$ cat src/rtl/hex_scan_ctrl.sv
// Four-digit multiplexed seven-segment scanner with blanking dead time between
// slots and a single-entry write buffer that only commits while no digit is lit.
module hex_scan_ctrl #(
   parameter int SLOT_CYCLES = 4,
   parameter int DEAD_CYCLES = 1
) (
   input  logic       clock,
   input  logic       resetn,
   input  logic       enable,
   input  logic       wr_valid,
   output logic       wr_ready,
   input  logic [1:0] wr_addr,
   input  logic [3:0] wr_data,
   input  logic       wr_blank,
   output logic [3:0] digit_an,
   output logic [6:0] seg,
   output logic       frame_done,
   output logic [1:0] dbg_state_o,
   output logic [1:0] dbg_idx_o
);

   localparam int CNT_MAX = (SLOT_CYCLES > DEAD_CYCLES) ? SLOT_CYCLES : DEAD_CYCLES;
   localparam int CW      = (CNT_MAX > 1) ? $clog2(CNT_MAX) : 1;
   localparam logic [CW-1:0] SLOT_LAST = CW'(SLOT_CYCLES - 1);
   localparam logic [CW-1:0] DEAD_LAST = CW'(DEAD_CYCLES - 1);

   typedef enum logic [1:0] {
      S_IDLE = 2'd0,
      S_DEAD = 2'd1,
      S_ON   = 2'd2
   } state_t;

   state_t          state_q, state_d;
   logic [1:0]      idx_q, idx_d;
   logic [CW-1:0]   cnt_q, cnt_d;
   logic            frame_q, frame_d;

   logic [3:0][3:0] val_q;
   logic [3:0]      blank_q;

   logic            buf_full_q;
   logic [1:0]      buf_addr_q;
   logic [3:0]      buf_data_q;
   logic            buf_blank_q;

   logic            accept;
   logic            commit;

   // Write handshake: a transfer happens on any cycle with wr_valid=1 and
   // wr_ready=1; the requester keeps wr_valid and its payload stable until then.
   assign wr_ready = ~buf_full_q;
   assign accept   = wr_valid & ~buf_full_q;
   assign commit   = buf_full_q & (state_q != S_ON);

   function automatic logic [6:0] decode(input logic [3:0] v);
      logic [6:0] p;
      case (v)
         4'h0: p = 7'h40;
         4'h1: p = 7'h79;
         4'h2: p = 7'h24;
         4'h3: p = 7'h30;
         4'h4: p = 7'h19;
         4'h5: p = 7'h12;
         4'h6: p = 7'h02;
         4'h7: p = 7'h78;
         4'h8: p = 7'h00;
         4'h9: p = 7'h10;
         4'hA: p = 7'h08;
         4'hB: p = 7'h03;
         4'hC: p = 7'h46;
         4'hD: p = 7'h21;
         4'hE: p = 7'h06;
         default: p = 7'h0E;
      endcase
      return p;
   endfunction

   always_ff @(posedge clock or negedge resetn) begin
      if (!resetn) begin
         state_q <= S_IDLE;
         idx_q   <= 2'd0;
         cnt_q   <= '0;
         frame_q <= 1'b0;
      end else begin
         state_q <= state_d;
         idx_q   <= idx_d;
         cnt_q   <= cnt_d;
         frame_q <= frame_d;
      end
   end

   always_comb begin
      state_d = state_q;
      idx_d   = idx_q;
      cnt_d   = cnt_q;
      frame_d = 1'b0;
      if (!enable) begin
         state_d = S_IDLE;
         idx_d   = 2'd0;
         cnt_d   = '0;
      end else begin
         case (state_q)
            S_IDLE: begin
               state_d = S_DEAD;
               cnt_d   = '0;
            end
            S_DEAD: begin
               if (cnt_q == DEAD_LAST) begin
                  state_d = S_ON;
                  cnt_d   = '0;
               end else begin
                  cnt_d = cnt_q + CW'(1);
               end
            end
            S_ON: begin
               if (cnt_q == SLOT_LAST) begin
                  state_d = S_DEAD;
                  cnt_d   = '0;
                  idx_d   = idx_q + 2'd1;
                  frame_d = (idx_q == 2'd3);
               end else begin
                  cnt_d = cnt_q + CW'(1);
               end
            end
            default: begin
               state_d = S_IDLE;
               idx_d   = 2'd0;
               cnt_d   = '0;
            end
         endcase
      end
   end

   // Accept needs an empty buffer and commit a full one, so they never coincide.
   always_ff @(posedge clock or negedge resetn) begin
      if (!resetn) begin
         val_q       <= '0;
         blank_q     <= 4'hF;
         buf_full_q  <= 1'b0;
         buf_addr_q  <= 2'd0;
         buf_data_q  <= 4'd0;
         buf_blank_q <= 1'b0;
      end else begin
         if (commit) begin
            val_q[buf_addr_q]   <= buf_data_q;
            blank_q[buf_addr_q] <= buf_blank_q;
            buf_full_q          <= 1'b0;
         end
         if (accept) begin
            buf_full_q  <= 1'b1;
            buf_addr_q  <= wr_addr;
            buf_data_q  <= wr_data;
            buf_blank_q <= wr_blank;
         end
      end
   end

   always_comb begin
      digit_an = 4'hF;
      seg      = 7'h7F;
      if (state_q == S_ON) begin
         digit_an = ~(4'b0001 << idx_q);
         seg      = blank_q[idx_q] ? 7'h7F : decode(val_q[idx_q]);
      end
   end

   assign frame_done  = frame_q;
   assign dbg_state_o = state_q;
   assign dbg_idx_o   = idx_q;

endmodule

$ cat config.mk
export PLATFORM = sky130hd
export DESIGN_NAME = hex_scan_ctrl
export DESIGN_NICKNAME = d
export VERILOG_FILES = /design/src/rtl/hex_scan_ctrl.sv
export SDC_FILE = /design/constraint.sdc
export NUM_CORES = 1
export LEC_CHECK = 0
export BUFFER_PORTS_ARGS = -buffer_cell sky130_fd_sc_hd__buf_2
export CAP_MARGIN = 20
export CORE_MARGIN = 2
export CORE_UTILIZATION = 42
export CTS_CLUSTER_DIAMETER = 30
export DETAILED_ROUTE_END_ITERATION = 7
export SLEW_MARGIN = 20
export SYNTH_ARGS = -nofsm -noshare
export SYNTH_HDL_FRONTEND = slang
export SYNTH_SLANG_ARGS = --single-unit
$ cat constraint.sdc
create_clock -name clock -period 3.2 [get_ports clock]
set_input_delay 0.8 -clock clock [delete_from_list [all_inputs] [get_ports clock]]
set_output_delay 0.8 -clock clock [all_outputs]
set_load 0.01 [all_outputs]
==> impl_metrics.ini, run 1 <==
[setup_path]
cp_slowest_cell = mux4_2
endpoint_kind = primary output
start_kind = flop
path_class = flop to primary output
crit_chain = buf_4 > mux4_2 > nor2b_1 > and3_1 > a31oi_1 > buf_2
cp.required_ns = 2.40
cp_max_fo = 8
worstPathArrival_ns = 2.26
slowest_delay_ns = 0.48

[placement]
gp_congestion = 0.973
place_area_um2 = 2160
port_buffers = 27
place_hpwl_um = 3060
dp_slack_ns = 0.355

[worst_hold_path]
hp-class = flop to flop

[finish]
fill_cells = 401
final_area_um2 = 2280
final_core_util = 0.514
nNetsFinal = 221
drive_gt1_frac = 0.423
multiInputGateArea_um2 = 1020
n_antenna_cell = 0
syn_to_final_growth_pct = 15.4
regArea_um2 = 882

[synth]
ys_seq_elements = 35
yosysWarningCount = 0
synth_area_um2 = 1980
yosysTopAreaCell = dfrtp_1
syn_area_per_cell_um2 = 12.3
netlist.area_leader.share = 0.392
synth_area_leaders = dfrtp_1, mux2_2, ha_1, mux4_2, dfstp_2
synth_fp_nets = 189
synth-async-reset-ratio = 1.00
synth_cell_types = 31
ys_seq_area_frac = 0.445
syn_inst = 161
synth-edff-count = 0
yosys_most_used_dff = dfrtp_1

[clock_network]
clock-root-buffer = clkbuf_8
cts_buffers = 5
cts_max_level = 2
cts.sinks = 35
tritoncts = done
hold_buffers = 0
clk_latency_ns = 0.29
clk_pin_slew_ns = 0.08
cts_buffer_depth = 2

[power]
ir_worst_vdd_mv = 0.443
p_comb_frac = 0.398
power_density_nw_per_um2 = 837
power.switching_mw = 0.669
power_frac_clock = 0.208
pwr-share-seq = 0.394
internal-power_mw = 1.24
p_leak_nw = 1.01
swShare = 0.350

[floorplan]
dieArea_um2 = 5280
io_pins = 28
fp-row-count = 24
die_x_um = 72.6
initial_core_util = 0.445
fp.dieH_um = 72.6
design.core.area_um2 = 4440

[sta]
post-route-period-util = 0.957
setup_ws_ns = 0.139
min_period_ns = 3.06
hold_viol_final = 0
rsz0062_at_grt = false
worstMarginPinSlew_ns = 0.778
finalSetupViolCount = 0
whs_ns = 0.516
max_freq_ghz = 0.327
slew-limit-headroom = 0.481
slew_viol_final = 0
setup_tns_ns = 0
fin_worst_skew_ns = 0.00376

[drt]
vias = 1348
vias_per_cell = 5.48
drt_iter0_drc = 50
ant_nets = 0
wire_per_inst_um = 16.3
drt-total-wl_um = 4010
firstDrtPassIters = 4
drc = 0

[grt]
grt_pass1_wl_um = 6890
track_usage = 0.172
grt_pass1_vias = 1424
grt_max_degree = 36
gr-total-overflow = 0
antenna_found_initial = 0

[job]
drv_cap = 0

[run_status]
run_status = finished clean
state kept, by name (all words and copies together) (netlist names):
register     count
dbg_idx_o        2
buf_full_q       1
cnt_q            2
buf_addr_q       2
blank_q          4
buf_blank_q      1
frame_done       1
val_q           16
buf_data_q       4
dbg_state_o      2
power groups by stage:
stage,Sequential (mW),Combinational [mW],Clock (mW)
2_1_floorplan,0.717,0.582,0
5_1_grt,0.781,0.848,0.429
3_3_place_gp,0.758,0.705,0
4_1_cts,0.758,0.744,0.405
3_5_place_dp,0.766,0.740,0
6_report,0.753,0.760,0.398
metrics by stage:
step / cells / total power [mW]
CTS: 245 / 1.91
global placement: 237 / 1.46
detailed placement: 237 / 1.51
floorplan: 161 / 1.30
global route: 246 / 2.06
finish: 246 / 1.91
logic make-up after synthesis:
group | synth area share
simple gates | 0.107
mux | 0.226
compound gates | 0.0740
fa+ha+maj | 0.108
flops | 0.445
buf+inv | 0.0398
worst paths after layout:
path                                            start  cells after the start                   endpoint  slack [ns]
setup / recovery             dbg_idx_o[0]$_DFFE_PN0P_                      6                     seg[3]        0.14
hold / removal                   val_q[6]$_DFFE_PN0P_                      1       val_q[6]$_DFFE_PN0P_        0.52
setup reg to reg           dbg_state_o[0]$_DFFE_PN0P_                      5       val_q[2]$_DFFE_PN0P_        1.03
hold reg to reg                  val_q[6]$_DFFE_PN0P_                      1       val_q[6]$_DFFE_PN0P_        0.52
max in group asynchronous                      resetn                      1   dbg_idx_o[0]$_DFFE_PN0P_        2.08
min in group asynchronous                      resetn                      1  buf_data_q[3]$_DFFE_PN0P_        0.59
repair_timing:
action	CTS	global route
gates resized for setup	0	3
setup buffers	0	1
endpoints found under the setup margin	0	6
layout make-up:
cell class                 instances  share of cell area
clock inverter                     3              0.0192
sequential                        35               0.386
tap                               52              0.0285
inverter                          12              0.0197
multi-input combinational        109               0.447
clock buffer                       5              0.0301
timing repair buffer              30              0.0690
worst max-delay path, delay by kind of cell (launching register included):
family / cells / cell delay, ns
AO/OA/AOI/OAI: 1 / 0.04
buffers and inverters: 2 / 0.33
flip-flops: 1 / 0.45
multiplexers: 1 / 0.48
AND/OR/NAND/NOR: 2 / 0.67
cells in the mapped netlist (all sizes together) (2+ instances only):
library cell / instances
o21ai: 6
inv: 12
a21boi: 3
clkbuf: 3
nor2b: 5
dfrtp: 31
buf: 2
mux4: 5
ha: 17
dfstp: 4
and3: 3
nand2: 10
a21oi: 4
mux2: 28
nand2b: 3
o221ai: 4
mux2i: 2
nor2: 6
nor4b: 2
layout by cell type, fill, tap and decap left out, drive strengths merged, types with 2 or more instances in the layout:
master,Yosys,final
mux2,28,28
dfrtp,31,31
nor4b,2,2
clkinv,0,2
mux4,5,5
a21oi,4,4
dfstp,4,4
nand2b,3,3
inv,12,12
and3,3,3
o221ai,4,4
mux2i,2,2
clkbuf,3,5
buf,2,30
ha,17,17
nor2,6,6
a21boi,3,3
o21ai,6,6
nand2,10,10
nor2b,5,5
routing by layer:
layer  wire length [um]  global-route usage  up-vias
met5                  0                   0        -
met4                 55              0.0514        0
met1               1810               0.220      672
met2               2010               0.292       30
li1                   -                   -      640
met3                127              0.0401        6
Power figures use the tool's default switching activity.
==> inputs of run 2 (changes only) <==
- ABC_AREA: not set -> 1
- PLACE_DENSITY_LB_ADDON: not set -> 0.1
==> run 2 against run 1 <==
Net effect:
- largest power group unchanged
- clock power is 22% lower
- die area is 0.73% lower
- count of clock-buffer cells in the layout is 1 higher
- worst setup slack better by 0.19 ns
- first-iteration DRC count is 88% higher
- wire length is 1.3% lower
- non-clock buffer count is 2 lower
- sequential share of layout area is 0.92 points higher
- total power is 6.0% higher
- final cell count is 32% higher
- sequential power is 3% higher
==> impl_metrics.ini, run 2 <==
[clock_network]
clk_pin_slew_ns = 0.07
clk_latency_ns = 0.29
clock-root-buffer = clkbuf_8
tritoncts = done
cts.sinks = 35
post_cts_buffers = 0
hold_buffers = 0
cts.repair.resized = 0
cts_buffer_depth = 2
cts_buffers = 5
cts_max_level = 2

[floorplan]
die_x_um = 72.4
fp.dieH_um = 72.4
io_pins = 28
dieArea_um2 = 5240
design.core.area_um2 = 4410
fp-row-count = 24
initial_core_util = 0.445

[power]
power_density_nw_per_um2 = 910
power_mw = 2.03
ir_worst_vdd_mv = 0.401
p_leak_nw = 1.11

[grt]
gr-total-overflow = 0
grt_pass1_vias = 1480
grt_max_degree = 36
track_usage = 0.174
grt_pass1_wl_um = 7070
antenna_found_initial = 0

[placement]
port_buffers = 27
place_area_um2 = 2140
place_hpwl_um = 2910
dp_slack_ns = 0.649
gp_congestion = 0.818
dp_cells = 317

[run_status]
run_status = finished clean

[setup_path]
path_class = flop to primary output
endpoint_kind = primary output
worstPathArrival_ns = 2.07
cp_max_fo = 14
cp.required_ns = 2.40
start_kind = flop

[drt]
drt_iter0_drc = 94
vias = 1580
firstDrtPassIters = 4
ant_nets = 0
wire_per_inst_um = 12.2
drt-total-wl_um = 3960
vias_per_cell = 4.86
drc = 0

[finish]
final_cell_mix = nand2_1, dfrtp_1, buf_2, o21ai_0, nand3_1
syn_to_final_growth_pct = 13.4
fill_cells = 442
final_cells = 325
largestRegisters = val_q (16), blank_q (4), buf_data_q (4)
final_core_util = 0.505
n_antenna_cell = 0
final_area_um2 = 2230
nNetsFinal = 300
largest_reg_flops = 16
regMostFlops = val_q
final_common_cell = nand2_1
drive_gt1_frac = 0.187

[sta]
fin_worst_skew_ns = 0.00477
finalSetupViolCount = 0
worstMarginPinSlew_ns = 0.773
slew_viol_final = 0
setup_ws_ns = 0.331
whs_ns = 0.492
rsz0062_at_grt = false
hold_viol_final = 0
slew-limit-headroom = 0.485
post-route-period-util = 0.896
max_freq_ghz = 0.349
min_period_ns = 2.87
setup_tns_ns = 0

[synth]
syn_area_per_cell_um2 = 8.15
synth_top_cells_by_count = nand2_1, dfrtp_1, o21ai_0
ys_seq_area_frac = 0.449
netlist.area_leader.share = 0.395
yosysWarningCount = 0
yosysTopAreaCell = dfrtp_1
yosys_most_used_dff = dfrtp_1
synth-async-reset-ratio = 1.00
synth-edff-count = 0
synth_fp_nets = 269
synth_cell_types = 22
syn_inst = 241
synth_area_um2 = 1960
synth_area_leaders = dfrtp_1, nand2_1, ha_1, o21ai_0, nand3_1
ys_seq_elements = 35
yosysMostFrequentCell = nand2_1

[job]
drv_cap = 0

[worst_hold_path]
hp-class = flop to flop
[run 2: cell type report]
class	count	area, um2	area share
inverters	24	90.1	0.0404
clock buffers	6	72.6	0.0326
multi-input cells	178	963	0.433
clock inverters	2	12.5	0.00562
well taps	52	65.1	0.0292
flip-flops and latches	35	881	0.396
repair buffers	28	143	0.0640
[run 2: worst paths after layout]
path                                             from                        to  slack (ns)  cells past startpoint
min in group asynchronous                      resetn    buf_full_q$_DFFE_PN0P_        0.58                      1
max in group asynchronous                      resetn      val_q[2]$_DFFE_PN0P_        2.12                      1
setup / recovery             dbg_idx_o[0]$_DFFE_PN0P_                    seg[5]        0.33                     10
hold / removal                   val_q[0]$_DFFE_PN0P_      val_q[0]$_DFFE_PN0P_        0.49                      2
setup reg to reg           dbg_state_o[0]$_DFFE_PN0P_  dbg_idx_o[0]$_DFFE_PN0P_        1.54                      7
hold reg to reg                  val_q[0]$_DFFE_PN0P_      val_q[0]$_DFFE_PN0P_        0.49                      2
[run 2: cells by family (layout without fill, tap and decap cells)]
family                     after synthesis  after routing  share of synthesized area
buffers and inverters                   28             60                     0.0606
adders and majority gates               17             17                      0.108
AOI/OAI and AO/OA                       39             39                      0.103
DFF                                     35             35                      0.449
and+or+nand+nor                        122            122                      0.279
[run 2: power breakdown]
| group | leakage, nW | total [mW] | internal [mW] | switching [mW] |
|---|---|---|---|---|
| logic | 0.651 | 0.942 | 0.327 | 0.616 |
| clock network | 0.0412 | 0.311 | 0.152 | 0.159 |
| registers | 0.423 | 0.772 | 0.652 | 0.120 |
| total | 1.11 | 2.03 | 1.13 | 0.896 |
[run 2: worst max-delay path, cell delays in order (launching register included)]
cell and delay, ns:
dfrtp_1 0.44, inv_2 0.21, nand2_1 0.10, nand3_1 0.08, nand2_1 0.16, inv_1 0.15, ha_1 0.17, nand3_1 0.12
a21o_1 0.20, nand2_1 0.05, buf_2 0.12
[run 2: per-layer routing]
layer	GRT usage	vias to the layer above	wire length [um]
met5	0	-	0
met4	0.0629	0	57
met3	0.0458	6	206
met2	0.267	35	1690
met1	0.238	703	2000
li1	-	836	-
